## src/rtl/id_ex_issue.sv

```systemverilog
// Decode-and-issue stage: decodes one instruction per cycle, reads the register file,
// detects load-use hazards and registers ALU operands plus control into the ID/EX register.
module id_ex_issue #(
  parameter int DATA_W = 16,
  parameter int REG_AW = 3
) (
  input  logic              clk,
  input  logic              reset,
  input  logic              if_valid,
  input  logic [15:0]       if_instr,
  input  logic              flush,
  input  logic              ex_hold,
  output logic [REG_AW-1:0] rf_raddr1,
  output logic [REG_AW-1:0] rf_raddr2,
  input  logic [DATA_W-1:0] rf_rdata1,
  input  logic [DATA_W-1:0] rf_rdata2,
  output logic              id_stall,
  output logic              ex_valid,
  output logic [1:0]        ex_aluop,
  output logic [DATA_W-1:0] ex_a,
  output logic [DATA_W-1:0] ex_b,
  output logic [DATA_W-1:0] ex_store_data,
  output logic [REG_AW-1:0] ex_rd,
  output logic              ex_reg_write,
  output logic              ex_mem_read,
  output logic              ex_mem_write,
  output logic              ex_branch,
  output logic              ex_illegal
);

  localparam logic [3:0] OP_R    = 4'b0000;
  localparam logic [3:0] OP_ANDI = 4'b0001;
  localparam logic [3:0] OP_ADDI = 4'b0010;
  localparam logic [3:0] OP_LW   = 4'b0011;
  localparam logic [3:0] OP_SW   = 4'b0100;
  localparam logic [3:0] OP_BEQ  = 4'b0101;
  localparam logic [3:0] OP_NOP  = 4'b0110;

  localparam logic [1:0] ALU_AND = 2'b00;
  localparam logic [1:0] ALU_ADD = 2'b01;
  localparam logic [1:0] ALU_SUB = 2'b10;

  logic [3:0]        op;
  logic [REG_AW-1:0] rd, rs1, rs2;
  logic [2:0]        func;
  logic [DATA_W-1:0] imm_ext;
  logic [DATA_W-1:0] rd1, rd2;

  assign op      = if_instr[15:12];
  assign rd      = if_instr[11:9];
  assign rs1     = if_instr[8:6];
  assign rs2     = if_instr[5:3];
  assign func    = if_instr[2:0];
  assign imm_ext = {{(DATA_W-6){if_instr[5]}}, if_instr[5:0]};

  // SW and BEQ need R[rd] as their second operand, so port 2 is steered to rd for them.
  assign rf_raddr1 = rs1;
  assign rf_raddr2 = (op == OP_SW || op == OP_BEQ) ? rd : rs2;
  assign rd1 = (rf_raddr1 == '0) ? '0 : rf_rdata1;
  assign rd2 = (rf_raddr2 == '0) ? '0 : rf_rdata2;

  logic              dec_legal;
  logic [1:0]        dec_aluop;
  logic [DATA_W-1:0] dec_a, dec_b, dec_store;
  logic              dec_rw, dec_mr, dec_mw, dec_br;
  logic              use_rs1, use_rs2, use_rd;

  always_comb begin
    dec_legal = 1'b0;
    dec_aluop = ALU_AND;
    dec_a     = '0;
    dec_b     = '0;
    dec_store = '0;
    dec_rw    = 1'b0;
    dec_mr    = 1'b0;
    dec_mw    = 1'b0;
    dec_br    = 1'b0;
    use_rs1   = 1'b0;
    use_rs2   = 1'b0;
    use_rd    = 1'b0;
    case (op)
      OP_R: begin
        use_rs1 = 1'b1;
        use_rs2 = 1'b1;
        dec_a   = rd1;
        dec_b   = rd2;
        dec_rw  = 1'b1;
        case (func)
          3'b000:  begin dec_legal = 1'b1; dec_aluop = ALU_AND; end
          3'b001:  begin dec_legal = 1'b1; dec_aluop = ALU_ADD; end
          3'b010:  begin dec_legal = 1'b1; dec_aluop = ALU_SUB; end
          default: dec_legal = 1'b0;
        endcase
      end
      OP_ANDI, OP_ADDI, OP_LW: begin
        dec_legal = 1'b1;
        use_rs1   = 1'b1;
        dec_aluop = (op == OP_ANDI) ? ALU_AND : ALU_ADD;
        dec_a     = rd1;
        dec_b     = imm_ext;
        dec_rw    = 1'b1;
        dec_mr    = (op == OP_LW);
      end
      OP_SW: begin
        dec_legal = 1'b1;
        use_rs1   = 1'b1;
        use_rd    = 1'b1;
        dec_aluop = ALU_ADD;
        dec_a     = rd1;
        dec_b     = imm_ext;
        dec_store = rd2;
        dec_mw    = 1'b1;
      end
      OP_BEQ: begin
        dec_legal = 1'b1;
        use_rs1   = 1'b1;
        use_rd    = 1'b1;
        dec_aluop = ALU_SUB;
        dec_a     = rd2;
        dec_b     = rd1;
        dec_br    = 1'b1;
      end
      OP_NOP:  dec_legal = 1'b1;
      default: dec_legal = 1'b0;
    endcase
  end

  // Only a load still sitting in ID/EX can hand a stale value to the next instruction.
  logic hazard;
  assign hazard = if_valid & ex_valid & ex_mem_read & (ex_rd != '0) &
                  ((use_rs1 & (rs1 == ex_rd)) |
                   (use_rs2 & (rs2 == ex_rd)) |
                   (use_rd  & (rd  == ex_rd)));

  assign id_stall = ex_hold | (hazard & ~flush);

  always_ff @(posedge clk) begin
    if (reset || flush || (!ex_hold && (hazard || !if_valid))) begin
      ex_valid      <= 1'b0;
      ex_aluop      <= '0;
      ex_a          <= '0;
      ex_b          <= '0;
      ex_store_data <= '0;
      ex_rd         <= '0;
      ex_reg_write  <= 1'b0;
      ex_mem_read   <= 1'b0;
      ex_mem_write  <= 1'b0;
      ex_branch     <= 1'b0;
      ex_illegal    <= 1'b0;
    end else if (!ex_hold) begin
      // An illegal instruction is consumed but issues as a flagged bubble.
      ex_valid      <= dec_legal;
      ex_aluop      <= dec_legal ? dec_aluop : '0;
      ex_a          <= dec_legal ? dec_a : '0;
      ex_b          <= dec_legal ? dec_b : '0;
      ex_store_data <= dec_legal ? dec_store : '0;
      ex_rd         <= dec_legal ? rd : '0;
      ex_reg_write  <= dec_legal & dec_rw;
      ex_mem_read   <= dec_legal & dec_mr;
      ex_mem_write  <= dec_legal & dec_mw;
      ex_branch     <= dec_legal & dec_br;
      ex_illegal    <= ~dec_legal;
    end
  end

endmodule
```

## config.mk

```make
export PLATFORM = sky130hd
export DESIGN_NAME = id_ex_issue
export DESIGN_NICKNAME = d
export VERILOG_FILES = /design/src/rtl/id_ex_issue.sv
export SDC_FILE = /design/constraint.sdc
export NUM_CORES = 1
export LEC_CHECK = 0
export BUFFER_PORTS_ARGS = -buffer_cell sky130_fd_sc_hd__buf_2
export CORE_UTILIZATION = 40
export CTS_BUF_LIST = sky130_fd_sc_hd__clkbuf_16
export DETAILED_ROUTE_END_ITERATION = 10
export PLACE_DENSITY = 0.76
export SYNTH_ARGS = -nofsm -noshare
export SYNTH_HDL_FRONTEND = slang
export SYNTH_SLANG_ARGS = --single-unit
```

## constraint.sdc

```tcl
create_clock -name clk -period 2.2 [get_ports clk]
set_clock_uncertainty 0.15 [all_clocks]
set_input_delay 0.33 -clock clk [delete_from_list [all_inputs] [get_ports clk]]
set_output_delay 0.33 -clock clk [all_outputs]
set_load 0.03 [all_outputs]
```

Word-level counts from Yosys, hierarchy flattened. Cells that the tools add are included.

Register bits after elaboration: 59. Latch bits: 0. Bits in writable memories: 0. ROM bits: 0. Input port bits: 53. Memories kept: 0.

Add/subtract/negate cells: 0. Multiply operators: 0. Div/mod/pow operators: 0. Order comparisons: 0. Equal/unequal tests: 11. Shift operators: 0. Mux-type cells: 23. Bitwise gates (word level): 17. Reductions and logical operators: 20.

Operators with widths (number): 16-bit two-way mux (6); 16-bit one-hot mux with 3 select lines (1); 16-bit one-hot mux with 2 select lines (1); 1-bit AND (12); 4-bit by 3-bit equality test with 1-bit output, second input constant (3); 6-bit OR reduction (2); 3-bit equality test (3); 3-bit zero test (3); 1-bit two-way mux (9); 4-bit by 2-bit equality test with 1-bit output, second input constant (2); 2-bit one-hot mux with 4 select lines (1); 4-bit OR reduction (2); 3-bit two-way mux (2); 3-bit OR reduction (2); 5-bit OR reduction (1); 4-bit by 1-bit equality test with 1-bit output, second input constant (1); 4-bit zero test (1); 1-bit logical OR (4); 2-bit one-hot mux with 2 select lines (1); 3-bit by 1-bit equality test with 1-bit output, second input constant (1); 3-bit by 2-bit equality test with 1-bit output, second input constant (1); 1-bit OR (3); 3-bit nonzero test (1); 1-bit zero test (2); other kinds (5) (6).

Depth between registers and ports, before layout. Gate-level depths: netlist of the first run.

Word-level depth: 10. Depth in mapped cells: 7. Gate-level depth less buffers: 4.

Worst setup path before layout of the first run. No wires, ideal clock.

Path kind: input -> output. From: input if_instr[15]. To: output id_stall. Arrival: 2.030 ns. Path slack: -0.310 ns. Stages on the path: 5. Buffers on the path: 1. Path through: or4_1 -> buf_2 -> or4_4 -> a311o_1 -> nand2_1.

Cells in the longest elaborated chain, start to end: 9.

Ends and longest elaborated chain: from (decl) (line 10) `input logic [15:0] if_instr,`; 4-bit by 3-bit equality test with 1-bit output, or another cell as far along (line 81) `case (op)`; 6-bit OR reduction (no line); 1-bit two-way mux (line 81); 1-bit AND (line 131) `((use_rs1 & (rs1 == ex_rd)) |`; 1-bit OR (line 131); 1-bit OR (*) (line 132) `(use_rs2 & (rs2 == ex_rd)) |`; 1-bit AND (*) (line 130) `assign hazard = if_valid & ex_valid & ex_mem_read & (ex_rd != '0) &`; 1-bit AND (*) (line 135) `assign id_stall = ex_hold | (hazard & ~flush);`; 1-bit OR (*) (line 135); to (decl) (line 17) `output logic id_stall,`.

Every way passes the cells marked *; elsewhere a longest branch is shown, timed or not.

Worst setup path after layout of the first run. Same ends and word-level chain as after synthesis.

==> run metrics, run 1 <==
run status finished with violations; failing checks setup timing; kind of capture point of the worst setup path output port; crit start category input port; number of cell instances on the worst register-to-register path 7; share of flip-flops with an asynchronous set or reset after synthesis 0; latest clock arrival within the worst-skew pair about 0.33 ns; Pins Over Slew Limit 0; CP Cell Sequence buf_6 -> or4_4 -> or4_4 -> a311o_1 -> nand2_2 -> buf_6; CTS sink count 59; number of library cell types mapped by synthesis 43; worst-margin pin slew about 0.52 ns; terminus of the critical flop-to-flop path ex_b[7]; area of the core a little under 8000 um2; most used flip-flop cell after synthesis dfxtp_1; syn nets 424; shortest clock period the worst path allows after layout between 2 and 2.5 ns; TritonCTS clock tree built; buffer depth of the longest clock path 2; final design utilization 0.570; layout net count between 500 and 600; depth of the worst hold-timing path 3; RR Startpoint ex_rd[2]; max-capacitance violation count 0; area share of xor/xnor cells in the synthesized design 0.0245; clock power share 0.466; fraction of layout instances using a drive strength above 1 0.371; endpoint arrival time on the critical path roughly 1.9 ns; root buf cell clkbuf_16; global-route total usage across every layer 0.268; category of the critical setup timing path in2out; top post-synthesis cells by count dfxtp_1 (59), nand2_1 (41), a22oi_1 (39); largest net degree at the start of global routing 60; clock buffer count from CTS 9; sequential element share of the synthesized area 0.367; top cell type's share of synthesized area 0.367; total power density per cell area 651 nW/um2; Setup Fix Bufs, Post-CTS 0; end of the worst hold path ex_store_data[14]; last weighted congestion value of the routability-driven placer about 0.96; most used standard cell by instance count after synthesis dfxtp_1; post-route non-filler standard cell count approximately 600; CP Max Fanout 2; Leakage roughly 1.8 nW; post-route setup slack -0.186 ns; mean number of vias per cell between 6 and 7; overall routed net length between 10000 and 15000 um; Iter 0 DRT Violations 480; Wirelength per Cell around 18 um; cell accounting for the most synthesized area dfxtp_1; post-synthesis instance total roughly 370; Antenna Nets Post-Route 0; die width just over 90 um; CP required between 1.5 and 2 ns; aggregate global routing overflow 0; slowest library cell on the worst path or4_4; number of flops mapped to enable cells by yosys 0; combined area of all synthesized cells about 3200 um2; Psw roughly 0.77 mW; setup repair after global routing missed its margin true; Worst IR Drop VDD between 300 and 400 uV; # setup viols final 1; number of hold violations in the final report 0; first drt pass iteration count 8; Synth Area in Adders 0; synth warn 0; htree depth 3; post-placement cell count between 500 and 600; highest clock frequency the design can meet around 420 MHz; global-route wire length before repair about 18000 um; signed area change from the synthesized netlist to the final layout 37.6%; Die Footprint approximately 8400 um2; via count of the first global-routing pass about 3500; Int Pwr between 2 and 2.5 mW; clock transition at the registers of the reported paths approximately 0.050 ns; kind of path behind the tightest hold check in2reg; Post-CTS Hold Fix Bufs 0; highest cell delay on the worst timing path approximately 0.52 ns; Synth Area per Inst between 8 and 9 um2; final-layout fill cell count 724; initial antenna violation count 1; effective utilization at floorplan 0.414; Antenna Diode Count 0; final cycle utilization of the critical path 1.08; Row Count 32; Die Y-Extent a little over 90 um; routed vias 3727; number of synthesized register bits 59; source of the worst hold timing path rf_rdata2[14]; combinational share of power 0.155; share of synthesized cell area in and, or, nand and nor gates 0.202; dominant combinational cell family by area after synthesis compound AO/OA/AOI/OAI gates; fraction of power spent switching nets 0.267; sequential group share of total power 0.379; number of top-level pins between 100 and 150; DRC errors left 0; count of input and output buffers 118; half-perimeter wire length after detailed placement between 7000 and 8000 um; mux cell area share after synthesis 0.0105; Synth Area in Compound Gates 0.320; slack of the worst reg-to-reg path 0.27 ns; largest cells by area after synthesis dfxtp_1 (37%), a22oi_1 (9.1%), a222oi_1 (6.2%); Max-Slew Margin vs Limit 0.643
[critical path, delay by kind of cell]
kind,cells,cell delay [ns]
and+or+nand+nor,3,1.01
AOI/OAI and AO/OA,1,0.33
buffers and inverters,2,0.22
[final cells by class]
type | count | area, um2 | share of cell area
Clock inverter | 7 | 60.1 | 0.0136
Multi-Input combinational cell | 261 | 1830 | 0.414
Sequential cell | 59 | 1180 | 0.267
Timing Repair Buffer | 157 | 971 | 0.219
Tap cell | 102 | 128 | 0.0288
Clock buffer | 9 | 225 | 0.0509
Inverter | 8 | 30.0 | 0.00679
[kinds of logic (layout without fill, tap and decap cells)]
| logic type | count (synthesis) | count (layout) |
|---|---|---|
| AO/OA/AOI/OAI | 139 | 139 |
| AND/OR/NAND/NOR | 110 | 110 |
| flip-flops | 59 | 59 |
| buffers and inverters | 51 | 181 |
| XOR/XNOR | 9 | 9 |
| multiplexers | 3 | 3 |
[repair_timing]
item | 4_1_cts | 5_1_grt
endpoints found under the setup margin | 1 | 4
gates cloned | 0 | 0
gates resized for setup | 3 | 0
[flip-flops by register name, summed over array words and instances, names as in the netlist]
signal         count
ex_a              16
ex_reg_write       1
ex_illegal         1
ex_mem_read        1
ex_branch          1
ex_rd              3
ex_valid           1
ex_b              16
ex_store_data     16
ex_mem_write       1
ex_aluop           2
[placed cells by master (no fill, tap or decap), drive strengths merged, types with 2 or more instances in the layout]
cell type / instances
a211oi: 13
a21boi: 6
a21oi: 27
a222oi: 20
a22oi: 39
buf: 157
clkbuf: 9
clkinv: 4
dfxtp: 59
inv: 9
mux2: 3
nand2: 41
nand4: 4
nor2: 7
nor3: 12
nor3b: 18
nor4: 4
nor4b: 15
o211ai: 19
o21ai: 2
o31ai: 4
o41ai: 3
or4: 2
xnor2: 6
xor2: 3
[worst max-delay path by stage]
stage | startpoint | to | slack (ns)
finish | if_instr[15] | id_stall | -0.19
global route | if_instr[15] | id_stall | -0.21
CTS | if_instr[15] | id_stall | -0.18
detailed placement | if_instr[15] | id_stall | -0.25
global placement | if_instr[15] | id_stall | -0.24
floorplan | if_instr[15] | id_stall | -0.18
[metal layers]
metal / up-vias / part of all wire / track usage
met5: - / 0.0012 / 0
met4: 2 / 0.024 / 0.112
met3: 32 / 0.081 / 0.0547
met2: 200 / 0.48 / 0.429
met1: 1780 / 0.41 / 0.350
li1: 1713 / - / -
[through the flow]
step / hold slack [ns] / total power, mW / area, um2 / setup TNS, ns / setup slack (ns)
global route: 0.148 / 2.97 / 4430 / -0.296 / -0.214
CTS: 0.140 / 2.88 / 4430 / -0.185 / -0.185
finish: 0.142 / 2.88 / 4430 / -0.186 / -0.186
global placement: 0.309 / 1.54 / 4130 / -2.33 / -0.244
floorplan: 0.352 / 1.36 / 3230 / -0.181 / -0.181
detailed placement: 0.304 / 1.55 / 4130 / -3.63 / -0.252
[power groups by stage]
| stage | combinational [mW] | clock, mW | sequential, mW |
|---|---|---|---|
| floorplan | 0.222 | 0 | 1.14 |
| global placement | 0.428 | 0 | 1.11 |
| detailed placement | 0.434 | 0 | 1.11 |
| CTS | 0.440 | 1.35 | 1.09 |
| global route | 0.476 | 1.40 | 1.09 |
| finish | 0.447 | 1.34 | 1.09 |
Note: power is estimated with default switching activity, not from simulation.
==> run 2: changes to the inputs <==
Settings changed: CORE_ASPECT_RATIO set to 0.75.
==> run metrics, run 2 (synthesis gave the netlist of run 1 again) <==
met1 GRT Util 0.352 (+0.00164); half-perimeter wire length after detailed placement 7680 um (about the same); count of input and output buffers 118 (unchanged); instance area at placement 4060 um2 (-1.6%); slowest library cell on the worst path or4_4; crit start category input port; largest net degree at the start of global routing 60 (unchanged); Worst IR Drop VDD 357 uV (-11%); final cycle utilization of the critical path 1.08 (-0.00916); Top Registers ex_a: 16 flops, ex_b: 16 flops, ex_store_data: 16 flops; CP Cell Sequence buf_6 -> or4_4 -> or4_4 -> a311o_1 -> nand2_2 -> buf_6; number of hold violations in the final report 0 (unchanged); Pins Over Slew Limit 0 (unchanged); number of top-level pins 119 (unchanged); number of cell instances on the worst register-to-register path 6 (-1); Die Footprint 8410 um2 (about the same); source of the worst hold timing path rf_rdata2[14]; Wirelength per Cell 19.0 um (+2.8%); signed area change from the synthesized netlist to the final layout 35.4%; Max-Slew Margin vs Limit 0.540 (-0.102); Row Count 27 (-16%); slack of the worst reg-to-reg path 0.25 ns (-0.02 ns); overall routed net length 11300 um (+2.0%); first drt pass iteration count 5 (-3); failing checks setup timing; end of the worst hold path ex_store_data[14]; Iter 0 DRT Violations 500 (+4.2%); leading cell types in the layout, fill and taps excluded buf_2 (116), dfxtp_1 (59), nand2_1 (40), a22oi_1 (38), buf_4 (31); effective utilization at floorplan 0.425 (+0.0110); global-route layer with the greatest usage met2; kind of path behind the tightest hold check in2reg; CP Max Fanout 2 (unchanged); # setup viols final 1 (unchanged); run status finished with violations; met3 demand-to-capacity share in global routing 0.0727 (+0.0179); post-route setup slack -0.166 ns (+0.0202 ns); kind of capture point of the worst setup path output port; buffer depth of the longest clock path 2 (unchanged); setup_tns -0.166 ns (+0.0202 ns); Die Y-Extent 79.7 um (-13%); terminus of the critical flop-to-flop path ex_b[7]; fraction of layout instances using a drive strength above 1 0.358 (-0.0131); Antenna Diode Count 0 (unchanged); root buf cell clkbuf_16; leading cell type in the layout, fill and taps excluded buf_2; max-capacitance violation count 0 (unchanged); Leakage 1.76 nW (-1.7%); htree depth 3 (unchanged); routed vias 3745 (+0.48%); endpoint arrival time on the critical path 1.89 ns (-0.02 ns); die width 106 um (+15%); total power density per cell area 656 nW/um2 (+0.85%); global-route wire length before repair 17400 um (-2.7%); via count of the first global-routing pass 3399 (-2.9%); shortest clock period the worst path allows after layout 2.37 ns (-0.0202 ns); worst-margin pin slew 0.672 ns (+0.149 ns); global-route total usage across every layer 0.265 (-0.00323); depth of the worst hold-timing path 3 (unchanged); critical path buffer and inverter count 2 (unchanged); post-layout instance area 4350 um2 (-1.6%); clock transition at the registers of the reported paths 0.05 ns (about the same); RR Startpoint ex_rd[0]; latest clock arrival within the worst-skew pair 0.33 ns (about the same); met2 global-route usage 0.421 (-0.00815); category of the critical setup timing path in2out; post-route non-filler standard cell count 598 (-0.83%); layout net count 545 (-0.73%); area of the core 7570 um2 (-2.6%); highest clock frequency the design can meet 423 MHz (+0.85%); DRC errors left 0 (unchanged); highest cell delay on the worst timing path 0.54 ns (+0.02 ns); mean number of vias per cell 6.26 (+1.3%); setup repair after global routing missed its margin true; Antenna Nets Post-Route 0 (unchanged); clock buffer count from CTS 9 (unchanged); post-placement cell count 582 (-0.85%); aggregate global routing overflow 0 (unchanged); initial antenna violation count 0 (-1); last weighted congestion value of the routability-driven placer 0.889 (-7.2%); TritonCTS clock tree built; CP required 1.72 ns (about the same); CTS sink count 59 (unchanged); Largest delay share family, worst path simple AND/OR/NAND/NOR gates
[run 2: cell types whose count changed in the layout (fill, tap and decap cells not counted), sizes merged]
| cell | before | now |
|---|---|---|
| buf | 157 | 153 |
| clkinv | 4 | 3 |
| clkinvlp | 1 | 0 |
| inv | 9 | 11 |
[run 2: where the power goes]
| group | internal [mW] | switching (mW) | total, mW |
|---|---|---|---|
| combinational | 0.160 | 0.277 | 0.437 |
| sequential | 1.08 | 0.00866 | 1.09 |
| clock | 0.851 | 0.477 | 1.33 |
[run 2: stage by stage]
| stage | power [mW] | util | worst slack [ns] | hold slack, ns |
|---|---|---|---|---|
| floorplan | 1.36 | - | -0.181 | 0.352 |
| global placement | 1.53 | 0.537 | -0.280 | 0.312 |
| detailed placement | 1.54 | 0.537 | -0.287 | 0.312 |
| CTS | 2.86 | 0.575 | -0.170 | 0.131 |
| global route | 2.94 | 0.575 | -0.204 | 0.139 |
| finish | 2.86 | 0.575 | -0.166 | 0.135 |
[run 2: per-layer routing]
layer / wire (um) / part of all wire
met4: 143 / 0.013
met5: 0 / 0
met1: 4780 / 0.42
met3: 1140 / 0.10
met2: 5280 / 0.47
[run 2: worst max-delay path by stage]
stage                            start  endpoint  depth (start not counted)
after floorplan           if_instr[15]  id_stall                          5
after global placement    if_instr[15]  id_stall                          6
after detailed placement  if_instr[15]  id_stall                          6
after CTS                 if_instr[13]  id_stall                          6
after global routing      if_instr[13]  id_stall                          6
final                     if_instr[13]  id_stall                          6
[run 2: worst register-to-register path: cells and delay by family (launching register included)]
family / cells / cell delay (ns)
flip-flops: 1 / 0.32
AND/OR/NAND/NOR: 2 / 0.50
buffers and inverters: 2 / 0.38
AO/OA/AOI/OAI: 2 / 0.48
[run 2: layout make-up]
type                            instances  area (um2)
Fill cell                             684        3210
Multi-Input combinational cell        261        1820
Sequential cell                        59        1180
Timing Repair Buffer                  153         916
Clock buffer                            9         225
Tap cell                              101         126
Clock inverter                          7        52.6
Inverter                                8        30.0
[run 2: what timing repair did]
item / in CTS / in global routing
pin swaps: 2 / 0
hold buffers: 0 / 0
buffers inserted: 0 / 0
resized for setup: 3 / 0
setup endpoints to repair: 1 / 4
